$ cat src/rtl/gb_mem_pkg.sv
// Shared Game Boy memory-map constants and DMA state encoding.
// Used by the OAM DMA engine; the MMU and PPU import the same definitions.
package gb_mem_pkg;

  localparam logic [15:0] OAM_BASE      = 16'hFE00;
  localparam int          OAM_LEN       = 160;
  localparam logic [15:0] DMA_REG_ADDR  = 16'hFF46;
  localparam logic [15:0] BUS_IDLE_ADDR = 16'hFFFF;

  typedef enum logic [1:0] {
    DMA_IDLE,
    DMA_START,
    DMA_XFER
  } dma_state_t;

endpackage

$ cat src/rtl/mem_if.sv
// Simple byte-wide memory port: one address, write strobe and data, read data back.
interface mem_if;
  logic [15:0] addr_select;
  logic [7:0]  write_value;
  logic [7:0]  read_out;
  logic        write_enable;

  modport master (output addr_select, output write_value, output write_enable, input read_out);
  modport slave  (input addr_select, input write_value, input write_enable, output read_out);
endinterface

$ cat src/rtl/oam_dma_engine.sv
// OAM DMA controller owning register FF46: copies XX00-XX9F into FE00-FE9F over dma_req.
// Optional OAM_DMA_ECHO_MIRROR_EN remaps source pages E0-FF down by 0x20 (echo RAM).
module oam_dma_engine
  import gb_mem_pkg::*;
#(
  parameter int READ_LATENCY = 1,
  parameter int BYTE_PERIOD  = 4,
  parameter int START_DELAY  = 4
) (
  input  logic  clk,
  input  logic  rst,
  mem_if.slave  mmio_dma_if,
  mem_if.master dma_req,
  output logic  busy
);

  localparam int PW = (BYTE_PERIOD > 1) ? $clog2(BYTE_PERIOD) : 1;
  localparam int DW = (START_DELAY > 1) ? $clog2(START_DELAY) : 1;
  localparam logic [PW-1:0] PH_LATCH = PW'(READ_LATENCY);
  localparam logic [PW-1:0] PH_WRITE = PW'(READ_LATENCY + 1);
  localparam logic [PW-1:0] PH_LAST  = PW'(BYTE_PERIOD - 1);
  localparam logic [DW-1:0] DLY_LAST = DW'(START_DELAY - 1);
  localparam logic [7:0]    IDX_LAST = 8'(OAM_LEN - 1);

  generate
    if (BYTE_PERIOD < READ_LATENCY + 2) begin : g_bad_period
      $error("oam_dma_engine: BYTE_PERIOD must be >= READ_LATENCY+2");
    end
    if (START_DELAY < 1) begin : g_bad_delay
      $error("oam_dma_engine: START_DELAY must be >= 1");
    end
  endgenerate

  function automatic logic [7:0] map_src_page(input logic [7:0] page);
`ifdef OAM_DMA_ECHO_MIRROR_EN
    return (page >= 8'hE0) ? (page - 8'h20) : page;
`else
    return page;
`endif
  endfunction

  dma_state_t    state_reg;
  logic [7:0]    dma_reg;
  logic [7:0]    src_page_reg;
  logic [7:0]    idx_reg;
  logic [PW-1:0] phase_reg;
  logic [DW-1:0] delay_reg;
  logic [7:0]    data_q_reg;
  logic          reg_wr;

  assign reg_wr = mmio_dma_if.write_enable && (mmio_dma_if.addr_select == DMA_REG_ADDR);
  assign mmio_dma_if.read_out = (mmio_dma_if.addr_select == DMA_REG_ADDR) ? dma_reg : 8'h00;
  assign busy = (state_reg != DMA_IDLE);

  always_ff @(posedge clk or negedge rst) begin
    if (!rst) begin
      state_reg    <= DMA_IDLE;
      dma_reg      <= 8'hFF;
      src_page_reg <= 8'h00;
      idx_reg      <= 8'h00;
      phase_reg    <= '0;
      delay_reg    <= '0;
      data_q_reg   <= 8'h00;
    end else if (reg_wr) begin
      // A write in any state (re)starts; an in-flight byte before its write phase is dropped.
      dma_reg      <= mmio_dma_if.write_value;
      src_page_reg <= map_src_page(mmio_dma_if.write_value);
      state_reg    <= DMA_START;
      idx_reg      <= 8'h00;
      phase_reg    <= '0;
      delay_reg    <= '0;
    end else begin
      case (state_reg)
        DMA_START: begin
          if (delay_reg == DLY_LAST) begin
            state_reg <= DMA_XFER;
            phase_reg <= '0;
          end else begin
            delay_reg <= delay_reg + 1'b1;
          end
        end
        DMA_XFER: begin
          if (phase_reg == PH_LATCH) begin
            data_q_reg <= dma_req.read_out;
          end
          if (phase_reg == PH_LAST) begin
            phase_reg <= '0;
            if (idx_reg == IDX_LAST) begin
              state_reg <= DMA_IDLE;
            end else begin
              idx_reg <= idx_reg + 8'h01;
            end
          end else begin
            phase_reg <= phase_reg + 1'b1;
          end
        end
        default: state_reg <= DMA_IDLE;
      endcase
    end
  end

  // Bus outputs decode straight from state so an async reset releases the bus at once.
  always_comb begin
    dma_req.addr_select  = BUS_IDLE_ADDR;
    dma_req.write_value  = 8'h00;
    dma_req.write_enable = 1'b0;
    case (state_reg)
      DMA_START: dma_req.addr_select = OAM_BASE;
      DMA_XFER: begin
        if (phase_reg <= PH_LATCH) begin
          dma_req.addr_select = {src_page_reg, idx_reg};
        end else begin
          dma_req.addr_select = OAM_BASE + {8'h00, idx_reg};
          if (phase_reg == PH_WRITE) begin
            dma_req.write_value  = data_q_reg;
            dma_req.write_enable = 1'b1;
          end
        end
      end
      default: ;
    endcase
  end

endmodule

$ cat src/flat_wrapper.sv
// flat-port wrapper written by rule: the top's interface ports become plain ports
module oam_dma_engine_flat import gb_mem_pkg::*;
#(
  parameter int READ_LATENCY = 1,
  parameter int BYTE_PERIOD  = 4,
  parameter int START_DELAY  = 4
)
  (clk, rst, busy, mmio_dma_if_addr_select, mmio_dma_if_write_value, mmio_dma_if_write_enable, mmio_dma_if_read_out, dma_req_addr_select, dma_req_write_value, dma_req_write_enable, dma_req_read_out);
  mem_if mmio_dma_if_i ();
  mem_if dma_req_i ();
  input  logic clk;
  input  logic rst;
  output logic busy;
  input wire logic [$bits(mmio_dma_if_i.addr_select)-1:0] mmio_dma_if_addr_select;
  input wire logic [$bits(mmio_dma_if_i.write_value)-1:0] mmio_dma_if_write_value;
  input wire logic [$bits(mmio_dma_if_i.write_enable)-1:0] mmio_dma_if_write_enable;
  output wire logic [$bits(mmio_dma_if_i.read_out)-1:0] mmio_dma_if_read_out;
  output wire logic [$bits(dma_req_i.addr_select)-1:0] dma_req_addr_select;
  output wire logic [$bits(dma_req_i.write_value)-1:0] dma_req_write_value;
  output wire logic [$bits(dma_req_i.write_enable)-1:0] dma_req_write_enable;
  input wire logic [$bits(dma_req_i.read_out)-1:0] dma_req_read_out;
  assign mmio_dma_if_i.addr_select = mmio_dma_if_addr_select;
  assign mmio_dma_if_i.write_value = mmio_dma_if_write_value;
  assign mmio_dma_if_i.write_enable = mmio_dma_if_write_enable;
  assign mmio_dma_if_read_out = mmio_dma_if_i.read_out;
  assign dma_req_addr_select = dma_req_i.addr_select;
  assign dma_req_write_value = dma_req_i.write_value;
  assign dma_req_write_enable = dma_req_i.write_enable;
  assign dma_req_i.read_out = dma_req_read_out;
  oam_dma_engine #(.READ_LATENCY(READ_LATENCY), .BYTE_PERIOD(BYTE_PERIOD), .START_DELAY(START_DELAY)) u_core (.clk(clk), .rst(rst), .mmio_dma_if(mmio_dma_if_i), .dma_req(dma_req_i), .busy(busy));
endmodule
$ cat config.mk
export PLATFORM = sky130hd
export DESIGN_NAME = oam_dma_engine_flat
export DESIGN_NICKNAME = d
export VERILOG_FILES = /design/src/rtl/gb_mem_pkg.sv /design/src/rtl/mem_if.sv /design/src/rtl/oam_dma_engine.sv /design/src/flat_wrapper.sv
export SDC_FILE = /design/constraint.sdc
export NUM_CORES = 1
export LEC_CHECK = 0
export CAP_MARGIN = 25
export CORE_ASPECT_RATIO = 2
export CORE_MARGIN = 2
export CORE_UTILIZATION = 49
export DETAILED_ROUTE_END_ITERATION = 12
export GPL_TIMING_DRIVEN = 0
export PLACE_DENSITY_LB_ADDON = 0.15
export SLEW_MARGIN = 20
export SYNTH_ARGS = -nofsm -noshare
export SYNTH_HDL_FRONTEND = slang
export SYNTH_SLANG_ARGS = --single-unit
$ cat constraint.sdc
create_clock -name clk -period 4 [get_ports clk]
set_input_delay 0.6 -clock clk [delete_from_list [all_inputs] [get_ports clk]]
set_output_delay 0.6 -clock clk [all_outputs]
set_load 0.03 [all_outputs]
==> key figures, run 1 <==
CTS
  – Post-CTS Resized: 0
  – CTS root buffer: clkbuf_8
  – Cts hold-fix bufs: 0
  – CTS clk-pin slew, worst paths: 80 ps
  – Post-CTS setup buffers: 0
  – Num CTS Buffers: 5
  – Worst-case clock buffer depth: 2
  – Skew-Pair Late Insertion Delay: 280 ps
  – Clk sink count: 38
  – H-tree depth: 2
  – CTS tree: built

Placed design
  – PortBufs: 68
  – Hpwl dp: 3.73 mm
  – RePlAce Congestion: 0.721
  – Worst slack at placement: 356 ps

Critical path
  – Worst setup SP type: input pin
  – Cell mode on critical path: clkdlybuf4s50_1
  – CP Max Fanout: 9
  – Crit-path cells: clkdlybuf4s50_1 > or4b_4 > nor4_4 > and2_2 > clkdlybuf4s50_1
  – Setup crit end kind: primary output
  – CP Class: in2out
  – Critical path's slowest cell: clkdlybuf4s50_1
  – Worst r2r path cells: 6
  – Critical Path Max Stage Delay: 670 ps
  – Worst EP required: 3400 ps
  – CP arrival: 3010 ps

STA
  – Fmax: 277 MHz
  – Final Max Slew Viols: 0
  – Period minus WS final: 3610 ps
  – Slew headroom: 0.598
  – Least-Margin Pin Slew: 598 ps
  – Final Setup Violations: 0
  – Final worst clock skew: 3.96 ps
  – Final period utilization: 0.903
  – Worst hold slack: 236 ps
  – Setup ws final: 386 ps
  – Unrepaired setup endpoints after global routing: false
  – Hold Vio Cnt, Final: 0
  – Total negative setup slack: 0 ps

Floorplan
  – Die Y: 96.8 um
  – Initial Utilization: 0.511
  – IO Pins: 69
  – Core area: 4130 sq um
  – Rows: 33
  – Die width: 50.4 um
  – Die area: 4880 sq um

Route
  – DR iter-0 viols: 29
  – Routed via count: 1709
  – Routed wire length per instance: 15.1 um
  – Post-Route WL: 4.79 mm
  – ANT nets after route: 0
  – First-pass DRT Iterations: 4
  – DR vias/cell: 5.39
  – DR DRC count: 0

Synth
  – Ys Warns: 0
  – Post-Synthesis Cells: 188
  – Synth Register Bits: 38
  – Synthesized area: 2110 sq um
  – Post-synthesis sequential area ratio: 0.456
  – Post-synthesis cell type count: 37
  – Syn_area_per_cell: 11.2 sq um
  – Syn nets: 231

Finish
  – Antenna cell count: 0
  – Synth-to-layout area growth: 40.8%
  – Fraction of layout cells with a size suffix above 1: 0.219
  – Fillers: 340
  – Nets: 307

Power and ir drop
  – Worst vdd ir: 278 uV
  – Pleak: 1.27 nW
  – Total power: 0.735 mW
  – Power Density: 248 nW/um^2

Global routing
  – Met3 usage: 0.0340
  – Busiest grt layer: met2
  – Antenna violations before repair: 0
  – Overall global routing resource usage: 0.214
  – Global-route wire length before repair: 8.30 mm
  – Met2 Usage GRT: 0.396
  – Congestion Overflow GR: 0
  – Met1 usage: 0.243
  – Vias in the first global route: 1845
  – Largest net degree at the start of global routing: 24

Worst hold path
  – Tightest Hold Check Type: in2async

Outcome
  – Status: finished clean

Job
  – Max-Cap Viols: 0
per-stage QoR:
| stage | utilization | cells | area (sq um) |
|---|---|---|---|
| 2_1_floorplan | - | 188 | 2110 |
| 3_3_place_gp | 0.691 | 308 | 2850 |
| 3_5_place_dp | 0.697 | 309 | 2880 |
| 4_1_cts | 0.719 | 317 | 2970 |
| 5_1_grt | 0.719 | 317 | 2970 |
| 6_report | 0.719 | 317 | 2970 |
power breakdown:
| group | switching, mW | internal (mW) |
|---|---|---|
| Sequential | 0.00476 | 0.390 |
| Combinational | 0.0227 | 0.0423 |
| Clock | 0.136 | 0.139 |
| Total | 0.163 | 0.572 |
final timing paths:
kind                                             from                 endpoint  slack [ps]
min reg2reg                    u_core.src_page_reg[7]   u_core.src_page_reg[7]         500
max in group asynchronous                         rst        u_core.dma_reg[5]        3220
max reg2reg                         u_core.idx_reg[0]        u_core.idx_reg[7]        2070
min in group clk               u_core.src_page_reg[7]   u_core.src_page_reg[7]         500
max                        mmio_dma_if_addr_select[5]  mmio_dma_if_read_out[5]         390
min                                               rst        u_core.idx_reg[1]         240
cell usage after synthesis (all sizes together):
cell	count	area, sq um
and2	10	72.6
nand2b	3	18.8
and4	2	17.5
or4b	1	13.8
clkbuf	5	18.8
nor2b	2	12.5
nand3	1	5.00
nor3b	1	12.5
buf	3	20.0
nand4	3	18.8
inv	7	26.3
a31oi	1	6.26
a211oi	3	22.5
dfrtp	30	751
mux2i	3	30.0
mux2	24	300
o22ai	1	6.26
a21oi	4	31.3
nor2	15	56.3
nand2	15	56.3
a21o	8	60.1
nor4	3	33.8
o21ai	8	40.0
nand4bb	1	27.5
nor3	1	5.00
xnor2	6	52.6
ha	8	100
and3	8	50.1
a2111oi	2	23.8
xor2	1	8.76
dfstp	8	210
layer usage:
layer,share of wire,up-vias
met5,0,-
met4,0.011,0
li1,-,805
met2,0.57,51
met1,0.37,847
met3,0.040,6
cell type report:
cell class | instances | area (sq um) | area share
flip-flops and latches | 38 | 961 | 0.324
clock inverters | 1 | 5.00 | 0.00169
inverters | 7 | 26.3 | 0.00885
well taps | 52 | 65.1 | 0.0219
multi-input cells | 135 | 1080 | 0.365
plain buffers | 8 | 38.8 | 0.0131
clock buffers | 7 | 86.3 | 0.0291
repair buffers | 69 | 703 | 0.237
placed cells by master (no fill, tap or decap), types with 2 or more instances in the layout:
cell / n
nor2b_1: 2
buf_2: 2
a21oi_1: 3
mux2_2: 16
clkbuf_8: 6
o21ai_0: 8
nand2b_1: 3
clkdlybuf4s50_1: 67
mux2i_1: 3
a21o_1: 8
nand4_1: 3
and2_1: 2
and4_1: 2
dfrtp_1: 30
xnor2_1: 6
nor4_1: 2
and2_2: 8
ha_1: 8
buf_4: 2
nand2_1: 15
a211oi_1: 3
and3_1: 8
nor2_1: 15
inv_1: 7
mux2_4: 8
clkbuf_1: 6
dfstp_2: 8
critical path: cells and delay by family:
kind                   cells  cell delay, ps
buffers and inverters      2            1060
AND/OR/NAND/NOR            3            1340
cell families (layout without fill, tap and decap cells):
group                      count (synthesis)  count (layout)  share of synthesized area
DFF                                       38              38                      0.456
buffers and inverters                     15              92                     0.0309
xor gates and xnor gates                   7               7                     0.0291
muxes                                     27              27                      0.157
AOI/OAI and AO/OA                         27              27                     0.0902
adders and majority gates                  8               8                     0.0475
and+or+nand+nor                           66              66                      0.190
No activity file was read; power rests on OpenSTA's default activity.
==> inputs of run 2 (changes only) <==
--- a/config.mk
+++ b/config.mk
@@ -6,7 +6,7 @@
 export NUM_CORES = 1
 export LEC_CHECK = 0
 export CAP_MARGIN = 25
-export CORE_ASPECT_RATIO = 2
+export CORE_ASPECT_RATIO = 1.2
 export CORE_MARGIN = 2
 export CORE_UTILIZATION = 49
 export DETAILED_ROUTE_END_ITERATION = 12
==> key figures, run 2 (same netlist as run 1, synthesis figures left out) <==
STA
  – Period minus WS final: 3610 ps (-8.33 ps)
  – Final period utilization: 0.901 (-0.00208)
  – Setup ws final: 395 ps (+8.33 ps)
  – Final Setup Violations: 0 (unchanged)
  – Fmax: 277 MHz (+0.23%)
  – Hold Vio Cnt, Final: 0 (unchanged)
  – Worst hold slack: 196 ps (-39.9 ps)
  – Unrepaired setup endpoints after global routing: false
  – Total negative setup slack: 0 ps (unchanged)
  – Final Max Slew Viols: 0 (unchanged)
  – Final worst clock skew: 1.92 ps (-2.05 ps)
  – Slew headroom: 0.611 (+0.0131)
  – Least-Margin Pin Slew: 579 ps (-19.5 ps)

Floorplan
  – Die width: 63.9 um (+27%)
  – Core area: 4200 sq um (+1.6%)
  – Die Y: 75.9 um (-22%)
  – Rows: 26 (-21%)
  – IO Pins: 69 (unchanged)
  – Die area: 4850 sq um (-0.60%)
  – Initial Utilization: 0.502 (-0.00822)

Global routing
  – Antenna violations before repair: 0 (unchanged)
  – Global-route wire length before repair: 7.70 mm (-7.2%)
  – Overall global routing resource usage: 0.208 (-0.00669)
  – Vias in the first global route: 1684 (-8.7%)
  – Congestion Overflow GR: 0 (unchanged)
  – Largest net degree at the start of global routing: 27 (+13%)

Route
  – DR vias/cell: 5.15 (-4.4%)
  – Routed wire length per instance: 14.3 um (-5.5%)
  – ANT nets after route: 0 (unchanged)
  – Routed via count: 1654 (-3.2%)
  – First-pass DRT Iterations: 4 (unchanged)
  – DR DRC count: 0 (unchanged)
  – Post-Route WL: 4.58 mm (-4.3%)
  – DR iter-0 viols: 139 (+380%)

Power and ir drop
  – Total power: 0.731 mW (-0.52%)
  – Pleak: 1.27 nW (-0.34%)
  – Worst vdd ir: 246 uV (-12%)
  – Power Density: 246 nW/um^2 (-0.56%)
  – Int Pwr: 0.570 mW (-0.25%)
  – Switching pwr: 0.161 mW (-1.5%)
  – Clock power frac: 0.372 (-0.002)
  – Power share of the sequential group: 0.540 (+0.003)
  – Comb power frac: 0.087 (about the same)
  – Sw Ratio: 0.220 (-0.00210)

CTS
  – Cts hold-fix bufs: 0 (unchanged)
  – H-tree depth: 2 (unchanged)
  – CTS tree: built
  – CTS root buffer: clkbuf_8
  – Num CTS Buffers: 5 (unchanged)
  – CTS clk-pin slew, worst paths: 70 ps (about the same)
  – Post-CTS Resized: 0 (unchanged)
  – Worst-case clock buffer depth: 2 (unchanged)
  – Clk sink count: 38 (unchanged)
  – Post-CTS setup buffers: 0 (unchanged)
  – Skew-Pair Late Insertion Delay: 280 ps (about the same)

Critical path
  – Worst setup SP type: input pin
  – CP Max Fanout: 9 (unchanged)
  – CP arrival: 3010 ps (about the same)
  – Worst EP required: 3400 ps (about the same)
  – Setup crit end kind: primary output
  – CP Class: in2out

Finish
  – Post-route cell area: 2970 sq um (about the same)
  – Core Util, Final: 0.708 (-0.0113)
  – Commonest non-fill, non-tap cells in the layout: clkdlybuf4s50_1 (67), dfrtp_1 (30), mux2_2 (16)
  – Most common cell after layout, fill and taps aside: clkdlybuf4s50_1
  – Fraction of layout cells with a size suffix above 1: 0.223 (+0.00377)
  – Synth-to-layout area growth: 40.8% (about the same)
  – Fillers: 315 (-7.4%)
  – Nets: 307 (unchanged)
  – Antenna cell count: 0 (unchanged)
  – Final non-filler cell total: 321 (+1.3%)

Worst hold path
  – Tightest Hold Check Type: in2async

Placed design
  – PortBufs: 68 (unchanged)
  – RePlAce Congestion: 0.849 (+18%)
  – Worst slack at placement: 357 ps (+1.56 ps)
  – DP Cell Count: 313 (+1.3%)
  – Dpl cell area: 2870 sq um (about the same)
  – Hpwl dp: 3.49 mm (-6.3%)

Outcome
  – Status: finished clean

Job
  – Max-Cap Viols: 0 (unchanged)
[run 2: changes by cell type in the layout (fill, tap and decap cells not counted)]
cell        delta
buf_12         +1
buf_16         -1
clkbuf_1       -1
clkinvlp_4     +1
[run 2: area by class of cell]
| type | instances | area (sq um) | share of cell area |
|---|---|---|---|
| multi-input cells | 135 | 1080 | 0.365 |
| flip-flops and latches | 38 | 961 | 0.324 |
| repair buffers | 69 | 696 | 0.234 |
| clock buffers | 6 | 82.6 | 0.0278 |
| well taps | 56 | 70.1 | 0.0236 |
| plain buffers | 8 | 38.8 | 0.0131 |
| inverters | 7 | 26.3 | 0.00885 |
| clock inverters | 2 | 12.5 | 0.00421 |
[run 2: final timing paths]
path	startpoint	to	slack (ps)	depth (start not counted)
setup / recovery	mmio_dma_if_addr_select[5]	mmio_dma_if_read_out[3]	390	5
hold / removal	rst	u_core.data_q_reg[0]	200	1
setup reg to reg	u_core.idx_reg[0]	u_core.idx_reg[7]	2140	6
hold reg to reg	u_core.src_page_reg[6]	u_core.src_page_reg[6]	510	1
max in group asynchronous	rst	u_core.dma_reg[3]	3290	2
min in group clk	u_core.src_page_reg[6]	u_core.src_page_reg[6]	510	1
[run 2: worst max-delay path, cell delays in order]
cell             delay [ps]
clkdlybuf4s50_1         400
or4b_4                  560
nor4_4                  530
and2_2                  250
clkdlybuf4s50_1         660
[run 2: per-layer routing]
| layer | track usage | wire length [um] | part of all wire | vias to the layer above |
|---|---|---|---|---|
| met2 | 0.361 | 2350 | 0.51 | 46 |
| li1 | - | - | - | 807 |
| met4 | 0.0845 | 74 | 0.016 | 0 |
| met3 | 0.0473 | 247 | 0.054 | 7 |
| met1 | 0.253 | 1900 | 0.42 | 794 |
| met5 | 0 | 0 | 0 | - |
[run 2: power groups by stage]
stage	clock network, mW	logic (mW)	registers [mW]
finish	0.272	0.0638	0.395
global route	0.295	0.0700	0.396
CTS	0.282	0.0648	0.395
detailed placement	0	0.0648	0.402
global placement	0	0.0613	0.402
floorplan	0	0.0169	0.401
==> inputs of run 3 (changes only) <==
--- a/config.mk
+++ b/config.mk
@@ -6,12 +6,12 @@
 export NUM_CORES = 1
 export LEC_CHECK = 0
 export CAP_MARGIN = 25
-export CORE_ASPECT_RATIO = 1.2
-export CORE_MARGIN = 2
+export CORE_ASPECT_RATIO = 1.4
+export CORE_MARGIN = 4
 export CORE_UTILIZATION = 49
 export DETAILED_ROUTE_END_ITERATION = 12
 export GPL_TIMING_DRIVEN = 0
-export PLACE_DENSITY_LB_ADDON = 0.15
+export PLACE_DENSITY = 0.85
 export SLEW_MARGIN = 20
 export SYNTH_ARGS = -nofsm -noshare
 export SYNTH_HDL_FRONTEND = slang
==> key figures, run 3 (same netlist as run 1, synthesis figures left out) <==
Outcome
  – Status: finished clean

Floorplan
  – IO Pins: 69 (unchanged)
  – Core area: 4200 sq um (+0.18%)
  – Die Y: 85.6 um (+13%)
  – Die width: 63.4 um (-0.70%)
  – Initial Utilization: 0.501 (-0.000897)
  – Die area: 5430 sq um (+12%)
  – Rows: 28 (+7.7%)

Finish
  – Synth-to-layout area growth: 40.2%
  – Final non-filler cell total: 310 (-3.4%)
  – Fraction of layout cells with a size suffix above 1: 0.223 (unchanged)
  – Antenna cell count: 0 (unchanged)
  – Core Util, Final: 0.703 (-0.00454)
  – Most common cell after layout, fill and taps aside: clkdlybuf4s50_1
  – Commonest non-fill, non-tap cells in the layout: clkdlybuf4s50_1 (67), dfrtp_1 (30), mux2_2 (16)
  – Nets: 307 (unchanged)
  – Post-route cell area: 2960 sq um (-0.46%)

STA
  – Setup ws final: 430 ps (+35.6 ps)
  – Slew headroom: 0.621 (+0.00945)
  – Final worst clock skew: 8.28 ps (+6.36 ps)
  – Worst hold slack: 129 ps (-67.1 ps)
  – Total negative setup slack: 0 ps (unchanged)
  – Fmax: 280 MHz (+1.0%)
  – Hold Vio Cnt, Final: 0 (unchanged)
  – Unrepaired setup endpoints after global routing: false
  – Final period utilization: 0.892 (-0.00890)
  – Final Max Slew Viols: 0 (unchanged)
  – Final Setup Violations: 0 (unchanged)
  – Period minus WS final: 3570 ps (-35.6 ps)
  – Least-Margin Pin Slew: 568 ps (-11.0 ps)

Placed design
  – Dpl cell area: 2860 sq um (-0.48%)
  – DP Cell Count: 302 (-3.5%)
  – Worst slack at placement: 384 ps (+27.1 ps)
  – Hpwl dp: 3.72 mm (+6.4%)
  – RePlAce Congestion: 0.772 (-9.1%)
  – PortBufs: 68 (unchanged)

Power and ir drop
  – Total power: 0.733 mW (+0.33%)
  – Clock power frac: 0.374 (+0.002)
  – Pleak: 1.27 nW (unchanged)
  – Comb power frac: 0.088 (about the same)
  – Power Density: 248 nW/um^2 (+0.79%)
  – Worst vdd ir: 254 uV (+3.2%)
  – Sw Ratio: 0.222 (+0.00253)
  – Int Pwr: 0.570 mW (about the same)
  – Power share of the sequential group: 0.538 (-0.002)
  – Switching pwr: 0.163 mW (+1.5%)

Critical path
  – Cell mode on critical path: clkdlybuf4s50_1
  – Worst setup SP type: input pin
  – CP arrival: 2970 ps (-40 ps)
  – CP bufs+invs: 2 (unchanged)
  – Crit-path cells: clkdlybuf4s50_1 > or4b_4 > nor4_4 > and2_2 > clkdlybuf4s50_1
  – CP Class: in2out
  – Critical path's slowest cell: clkdlybuf4s50_1
  – Critical Path Max Stage Delay: 660 ps (about the same)
  – Setup crit end kind: primary output
  – Delay-heaviest family, CP: simple AND/OR/NAND/NOR gates
  – CP Max Fanout: 9 (unchanged)
  – Worst EP required: 3400 ps (about the same)
  – R2r setup slk: 2130 ps (about the same)

CTS
  – Post-CTS setup buffers: 0 (unchanged)
  – Clk sink count: 38 (unchanged)
  – CTS root buffer: clkbuf_8
  – Worst-case clock buffer depth: 2 (unchanged)
  – H-tree depth: 2 (unchanged)
  – CTS clk-pin slew, worst paths: 80 ps (about the same)
  – Cts hold-fix bufs: 0 (unchanged)
  – Skew-Pair Late Insertion Delay: 290 ps (about the same)
  – Post-CTS Resized: 0 (unchanged)
  – CTS tree: built
  – Num CTS Buffers: 5 (unchanged)

Route
  – Routed wire length per instance: 15.9 um (+12%)
  – Metal1 wirelength: 1.98 mm (+3.9%)
  – DR iter-0 viols: 30 (-78%)
  – DR DRC count: 0 (unchanged)
  – Routed via count: 1685 (+1.9%)
  – Max layer used: met4
  – Post-Route WL: 4.94 mm (+7.9%)
  – ANT nets after route: 0 (unchanged)
  – Met2 Routed Length: 2.54 mm (+7.9%)
  – WL met3: 327 um (+32%)
  – DR vias/cell: 5.44 (+5.5%)
  – First-pass DRT Iterations: 4 (unchanged)

Global routing
  – Largest net degree at the start of global routing: 34 (+26%)
  – Antenna violations before repair: 0 (unchanged)
  – Global-route wire length before repair: 8.35 mm (+8.4%)
  – Overall global routing resource usage: 0.200 (-0.00752)
  – Vias in the first global route: 1768 (+5.0%)
  – Congestion Overflow GR: 0 (unchanged)

Worst hold path
  – Tightest Hold Check Type: in2async

Job
  – Max-Cap Viols: 0 (unchanged)
[run 3: cell counts in the layout (fill, tap and decap cells not counted)]
No cell type changed its count.
[run 3: layer usage]
layer,global-route usage,vias up
met4,0.0766,0
met1,0.223,814
met3,0.0616,7
met2,0.356,56
li1,-,808
met5,0,-
[run 3: power groups by stage]
stage	combinational, mW	clock (mW)	sequential, mW
2_1_floorplan	0.0169	0	0.401
3_3_place_gp	0.0615	0	0.402
3_5_place_dp	0.0657	0	0.402
4_1_cts	0.0658	0.281	0.395
5_1_grt	0.0708	0.296	0.395
6_report	0.0647	0.274	0.395
[run 3: cell type report]
type                    instances  area, sq um
plain buffers                   8         38.8
repair buffers                 69          696
well taps                      45         56.3
inverters                       7         26.3
multi-input cells             135         1080
clock buffers                   6         82.6
flip-flops and latches         38          961
clock inverters                 2         12.5
fillers                       341         1250
[run 3: worst paths after layout]
check,from,to,depth (start not counted)
min in group clk,u_core.src_page_reg[1],u_core.src_page_reg[1],1
worst max register to register,u_core.idx_reg[0],u_core.idx_reg[7],6
worst min-delay path,rst,u_core.idx_reg[7],1
worst min register to register,u_core.src_page_reg[1],u_core.src_page_reg[1],1
worst max-delay path,mmio_dma_if_addr_select[5],mmio_dma_if_read_out[3],5
max in group asynchronous,rst,u_core.dma_reg[1],2
